[src/rtl/dds_pkg.sv]
// Shared types and default sizing for the DDS phase controller.
package dds_pkg;

    localparam int DEF_ACC_W  = 12;
    localparam int DEF_ADDR_W = 6;
    localparam int DEF_CNT_W  = 8;

    typedef enum logic [1:0] {
        IDLE   = 2'd0,
        RUN    = 2'd1,
        FINISH = 2'd2
    } state_t;

endpackage

[src/rtl/dds_phase_acc.sv]
// Phase accumulator with quarter-wave decode.
// Output registers are loaded from the next accumulator value, so they always
// show the sample for the phase the accumulator currently holds.
module dds_phase_acc
    import dds_pkg::*;
#(
    parameter int ACC_W  = DEF_ACC_W,
    parameter int ADDR_W = DEF_ADDR_W
) (
    input  logic              clk,
    input  logic              rst_n,
    input  logic              load,
    input  logic [ACC_W-1:0]  load_val,
    input  logic              adv,
    input  logic [ACC_W-1:0]  ftw,
    input  logic              live,
    output logic              carry,
    output logic [ADDR_W-1:0] rom_addr,
    output logic              mirror,
    output logic              sign_bit,
    output logic              sample_valid
);

    logic [ACC_W-1:0]  acc_q, acc_d;
    logic [ACC_W:0]    sum;
    logic [1:0]        quad;
    logic [ADDR_W-1:0] idx;
    logic [ADDR_W-1:0] rom_addr_q, rom_addr_d;
    logic              mirror_q, mirror_d;
    logic              sign_q, sign_d;
    logic              valid_q, valid_d;

    // Next phase, wrap carry, and decode of the next phase (zeroed when not live)
    always_comb begin
        sum   = {1'b0, acc_q} + {1'b0, ftw};
        carry = adv & sum[ACC_W];
        acc_d = acc_q;
        if (load)
            acc_d = load_val;
        else if (adv)
            acc_d = sum[ACC_W-1:0];
        quad       = acc_d[ACC_W-1 -: 2];
        idx        = acc_d[ACC_W-3 -: ADDR_W];
        rom_addr_d = '0;
        mirror_d   = 1'b0;
        sign_d     = 1'b0;
        valid_d    = live;
        if (live) begin
            rom_addr_d = quad[0] ? ~idx : idx;
            mirror_d   = quad[0];
            sign_d     = quad[1];
        end
    end

    // Accumulator and registered sample outputs
    always_ff @(posedge clk or negedge rst_n) begin
        if (!rst_n) begin
            acc_q      <= '0;
            rom_addr_q <= '0;
            mirror_q   <= 1'b0;
            sign_q     <= 1'b0;
            valid_q    <= 1'b0;
        end else begin
            acc_q      <= acc_d;
            rom_addr_q <= rom_addr_d;
            mirror_q   <= mirror_d;
            sign_q     <= sign_d;
            valid_q    <= valid_d;
        end
    end

    assign rom_addr     = rom_addr_q;
    assign mirror       = mirror_q;
    assign sign_bit     = sign_q;
    assign sample_valid = valid_q;

endmodule

[src/rtl/dds_phase_ctrl.sv]
// DDS phase controller: config handshake, IDLE/RUN/FINISH sequencing and
// period counting around the dds_phase_acc accumulator.
// Optional feature: DDS_PHASE_OFFSET_EN adds cfg_phase, the start phase of a run.
module dds_phase_ctrl
    import dds_pkg::*;
#(
    parameter int ACC_W  = DEF_ACC_W,
    parameter int ADDR_W = DEF_ADDR_W,
    parameter int CNT_W  = DEF_CNT_W
) (
    input  logic              clk,
    input  logic              rst,
    input  logic              cfg_valid,
    output logic              cfg_ready,
    input  logic [ACC_W-1:0]  cfg_ftw,
    input  logic [CNT_W-1:0]  cfg_bursts,
`ifdef DDS_PHASE_OFFSET_EN
    input  logic [ACC_W-1:0]  cfg_phase,
`endif
    input  logic              start,
    input  logic              stop,
    output logic [ADDR_W-1:0] rom_addr,
    output logic              mirror,
    output logic              sign_bit,
    output logic              sample_valid,
    output logic              busy,
    output logic              done,
    output logic [CNT_W-1:0]  period_cnt
);

    state_t           state_q, state_d;
    logic [ACC_W-1:0] ftw_q, ftw_d;
    logic [CNT_W-1:0] bursts_q, bursts_d;
    // Run copies: a handshake in the start cycle must not alter the run it starts
    logic [ACC_W-1:0] run_ftw_q, run_ftw_d;
    logic [CNT_W-1:0] run_bursts_q, run_bursts_d;
    logic [CNT_W-1:0] cnt_q, cnt_d, cnt_inc;
    logic [ACC_W-1:0] start_phase;
    logic             acc_load, acc_adv, carry, live;

`ifdef DDS_PHASE_OFFSET_EN
    logic [ACC_W-1:0] phase_q, phase_d;

    // Start phase captured at the handshake
    always_ff @(posedge clk or negedge rst) begin
        if (!rst) phase_q <= '0;
        else      phase_q <= phase_d;
    end

    assign phase_d     = (state_q == IDLE && cfg_valid) ? cfg_phase : phase_q;
    assign start_phase = phase_q;
`else
    assign start_phase = '0;
`endif

    assign cnt_inc = (cnt_q == {CNT_W{1'b1}}) ? cnt_q : cnt_q + CNT_W'(1);

    // Next-state, config latch and period counter
    always_comb begin
        state_d      = state_q;
        ftw_d        = ftw_q;
        bursts_d     = bursts_q;
        run_ftw_d    = run_ftw_q;
        run_bursts_d = run_bursts_q;
        cnt_d        = cnt_q;
        acc_load     = 1'b0;
        acc_adv      = 1'b0;
        unique case (state_q)
            IDLE: begin
                if (cfg_valid) begin
                    ftw_d    = cfg_ftw;
                    bursts_d = cfg_bursts;
                end
                if (start && ftw_q != '0) begin
                    state_d      = RUN;
                    run_ftw_d    = ftw_q;
                    run_bursts_d = bursts_q;
                    cnt_d        = '0;
                    acc_load     = 1'b1;
                end
            end
            RUN: begin
                acc_adv = 1'b1;
                if (carry)
                    cnt_d = cnt_inc;
                if (stop || (carry && run_bursts_q != '0 && cnt_inc == run_bursts_q))
                    state_d = FINISH;
            end
            FINISH: state_d = IDLE;
            default: state_d = IDLE;
        endcase
        live = (state_d == RUN);
    end

    // Control state registers
    always_ff @(posedge clk or negedge rst) begin
        if (!rst) begin
            state_q      <= IDLE;
            ftw_q        <= ACC_W'(1);
            bursts_q     <= '0;
            run_ftw_q    <= '0;
            run_bursts_q <= '0;
            cnt_q        <= '0;
        end else begin
            state_q      <= state_d;
            ftw_q        <= ftw_d;
            bursts_q     <= bursts_d;
            run_ftw_q    <= run_ftw_d;
            run_bursts_q <= run_bursts_d;
            cnt_q        <= cnt_d;
        end
    end

    dds_phase_acc #(
        .ACC_W  (ACC_W),
        .ADDR_W (ADDR_W)
    ) u_acc (
        .clk          (clk),
        .rst_n        (rst),
        .load         (acc_load),
        .load_val     (start_phase),
        .adv          (acc_adv),
        .ftw          (run_ftw_q),
        .live         (live),
        .carry        (carry),
        .rom_addr     (rom_addr),
        .mirror       (mirror),
        .sign_bit     (sign_bit),
        .sample_valid (sample_valid)
    );

    assign cfg_ready  = (state_q == IDLE);
    assign busy       = (state_q == RUN) || (state_q == FINISH);
    assign done       = (state_q == FINISH);
    assign period_cnt = cnt_q;

endmodule

[config.mk]
export PLATFORM = sky130hd
export DESIGN_NAME = dds_phase_ctrl
export DESIGN_NICKNAME = d
export VERILOG_FILES = /design/src/rtl/dds_pkg.sv /design/src/rtl/dds_phase_acc.sv /design/src/rtl/dds_phase_ctrl.sv
export SDC_FILE = /design/constraint.sdc
export NUM_CORES = 1
export LEC_CHECK = 0
export CAP_MARGIN = 40
export CORE_ASPECT_RATIO = 0.7
export CORE_MARGIN = 4
export CORE_UTILIZATION = 40
export CTS_CLUSTER_DIAMETER = 150
export DETAILED_ROUTE_END_ITERATION = 10
export HOLD_SLACK_MARGIN = 0.08
export SLEW_MARGIN = 10
export SYNTH_ARGS = -nofsm -noshare
export SYNTH_HDL_FRONTEND = slang
export SYNTH_SLANG_ARGS = --single-unit
[constraint.sdc]
create_clock -name clk -period 2.5 [get_ports clk]
set_input_delay 0.25 -clock clk [delete_from_list [all_inputs] [get_ports clk]]
set_output_delay 0.25 -clock clk [all_outputs]
set_load 0.005 [all_outputs]
==> flow_summary_export.csv <==
group,metric,value,unit
outcome,outcome,"finished with violations",
outcome,violations,"setup timing",
worst_setup_path,cp-end-kind,"flop",
floorplanning,ioPinCount,45,
global_routing,grt_max_degree,72,
global_routing,grtUsageTotal,17.2,%
global_routing,grt_overflow,0,
synthesis,netlist_instances,403,
clock_network,cts_root_buf,"clkbuf_16",
timing,period_needed,2.51,ns
layout,area_growth,34.6,%
floorplanning,start_util,41.9,%
synthesis,synth_ff_type,"dfrtp_1",
synthesis,synth_area_leader_cell,"dfrtp_1",
clock_network,cts.path.max_buffers,2,
worst_setup_path,arrival,2.71,ns
clock_network,numCtsBuffers,9,
detailed_routing,firstDrtPassIters,4,
timing,min_period_over_period,101,%
placement,io_buffers,44,
worst_setup_path,worstReg2RegEnd,"u_acc.rom_addr[0]",
timing,hold_viol,0,
layout,final_util,56.4,%
pwr,leakagePower,2.31,nW
floorplanning,coreArea,9290,um2
timing,worst_slack,-0.0127,ns
detailed_routing,antenna_left,0,
synthesis,syn_nets,445,
worst_setup_path,rr_worst_depth,12,
synthesis,synth_top_area_share,45.0,%
worst_setup_path,required,2.70,ns
detailed_routing,drc,0,
synthesis,yosysSeqAreaShare,45.7,%
synthesis,synth-edff-count,0,
detailed_routing,wl_per_cell,16.0,um
clock_network,cts.clk_slew.worst_paths,0.06,ns
worst_setup_path,ff2ff_setup_slack,-0.01,ns
synthesis,synth_area,3890,um2
floorplanning,rows,29,
timing,max_freq,0.398,GHz
layout,drive_gt1_share,25.3,%
hold_path,min_to,"run_bursts_q[3]",
hold_path,worstHoldPathCells,2,
pwr,power_density,1190,nW/um2
synthesis,syn_avg_cell_area,9.66,um2
global_routing,grt_pass1_vias,3045,
placement,globalplace.congestion,0.863,
floorplanning,fp.dieH,90.5,um
timing,fin_hold_ws,0.461,ns
synthesis,synthArstFlopShare,100,%
timing,setup_viol,2,
worst_setup_path,crit_start,"run_ftw_q[0]",
synthesis,netlist_top_cells_area,"dfrtp_1 45%, nand2_1 6.8%, mux2_2 5.8%",
clock_network,htreeDepth,3,
worst_setup_path,setup.worst_path.start_class,"flop",
timing,rsz0062_at_grt,"yes",
detailed_routing,drt_iter0_markers,240,
placement,dpl.hpwl,7.02,mm
synthesis,ys_types,55,
floorplanning,dieArea,11400,um2
worst_setup_path,path_max_fanout,3,
layout,fill_cells,871,
layout,layout.nets,527,
timing,slew_headroom,67.9,%
timing,drv_slew,0,
pwr,total_power,6.22,mW
worst_setup_path,path_class,"flop to flop",
detailed_routing,via_per_inst,5.37,
detailed_routing,vias,3295,
synthesis,yosys_warnings,0,
hold_path,min_from,"bursts_q[3]",
clock_network,clock_sinks,71,
timing,clock_skew,0.00607,ns
detailed_routing,totalWireLength,9.83,mm
global_routing,grt_pass1_wl,15.7,mm
layout,num_antenna_cells,0,
hold_path,min_path_type,"flop to flop",
global_routing,antenna_found_initial,0,
job,cap_violations,0,
worst_setup_path,timing.rr.start,"run_ftw_q[0]",
clock_network,clk-insertion-delay-late,0.34,ns
timing,setup_tns,-0.0130,ns
timing,tightest_slew,0.468,ns
pwr,peakVddDrop,0.608,mV
clock_network,cts_tree,"built",
synthesis,synth-seq-cells,71,
floorplanning,die_width,126,um
[registers in the layout, indices dropped and copies added (netlist names), 2 cells and up]
signal          cells
bursts_q            8
ftw_q              12
period_cnt          8
run_bursts_q        8
run_ftw_q          12
state_q             2
u_acc.acc_q        12
u_acc.rom_addr      6
[cell usage in the layout, fill, tap and decap left out, drive strengths merged, types with 3 or more instances in the layout]
cell / count
o31a: 7
and2: 3
nor2: 18
nand3: 10
xnor2: 7
clkbuf: 11
o211ai: 3
and3: 5
inv: 12
dfrtp: 70
nor2b: 6
o311ai: 3
nand4: 6
a21oi: 27
o21a: 3
or4: 3
clkdlybuf4s50: 43
o21ai: 25
mux2: 20
a31oi: 5
a211oi: 6
nor3: 8
ha: 16
buf: 46
o31ai: 4
a21boi: 3
xor2: 5
nand2: 72
a31o: 5
mux2i: 7
[area by class of cell]
| type | instances | area, um2 | area share, % |
|---|---|---|---|
| Clock buffer | 11 | 243 | 4.63 |
| Clock inverter | 5 | 33.8 | 0.644 |
| Inverter | 11 | 41.3 | 0.788 |
| Multi-Input combinational cell | 302 | 2160 | 41.3 |
| Sequential cell | 71 | 1780 | 33.9 |
| Tap cell | 124 | 155 | 2.96 |
| Timing Repair Buffer | 90 | 828 | 15.8 |
[timing repair]
| item | 4_1_cts | 5_1_grt |
|---|---|---|
| hold buffers | 1 | 0 |
| resized for setup | 7 | 34 |
| pin swaps | 2 | 10 |
| endpoints found under the hold margin | 70 | 0 |
| setup buffers | 0 | 5 |
| setup endpoints to repair | 10 | 19 |
[per-layer routing]
layer,share of wire [%],track usage [%]
met5,0,0
met4,1.1,4.64
met3,6.3,4.49
met2,41,22.5
met1,52,27.3
[worst max path at each step]
stage,slack (ns),endpoint,cells after the start
floorplan,0.01,u_acc.rom_addr[1],10
global placement,-0.05,u_acc.sign_bit,9
detailed placement,-0.12,u_acc.rom_addr[1],10
CTS,0.006,u_acc.rom_addr[1],10
global route,-0.14,u_acc.rom_addr[3],12
finish,-0.01,u_acc.rom_addr[0],12
[through the flow]
step	instances	worst slack, ns	area, um2
after floorplan	403	0.0100	3900
after global routing	614	-0.139	5240
final	614	-0.0127	5240
after detailed placement	592	-0.116	4750
after CTS	609	0.00581	5050
after global placement	592	-0.0492	4750
[logic make-up (layout without fill, tap and decap cells)]
| kind of cell | Yosys count | after routing | synth area share (%) |
|---|---|---|---|
| xor gates and xnor gates | 12 | 12 | 2.70 |
| buffers and inverters | 30 | 117 | 3.02 |
| DFF | 71 | 71 | 45.7 |
| and+or+nand+nor | 144 | 144 | 17.5 |
| AOI/OAI and AO/OA | 102 | 102 | 17.9 |
| adders and majority gates | 17 | 17 | 5.66 |
| muxes | 27 | 27 | 7.58 |
[worst max-delay path: stages, from the launching register on]
cell and delay, ns:
dfrtp_1 0.36, ha_2 0.21, inv_2 0.04, fa_2 0.34, nor2b_2 0.14, o31a_1 0.16, o211ai_1 0.09, buf_4 0.17
and3b_2 0.22, buf_4 0.14, or3b_4 0.36, nand4_1 0.08, a21oi_1 0.06
[synth_stat cells, types with 3 or more instances]
cell type / number
nand2_1: 71
dfrtp_1: 70
a21oi_1: 26
o21ai_0: 24
mux2_2: 20
nor2_1: 18
ha_1: 16
clkbuf_1: 15
inv_1: 11
nand3_1: 10
nor3_1: 8
mux2i_1: 7
o31a_1: 7
xnor2_1: 7
a211oi_1: 6
nand4_1: 6
nor2b_1: 6
a31o_2: 5
a31oi_1: 5
and3_1: 5
xor2_1: 5
buf_2: 4
a21boi_0: 3
and2_1: 3
o211ai_1: 3
o21a_1: 3
o31ai_1: 3
[where the power goes]
part           switching [mW]  internal [mW]
Clock                   0.487          0.698
Sequential              0.338           1.61
Combinational            1.58           1.51
Note: power is estimated with default switching activity, not from simulation.
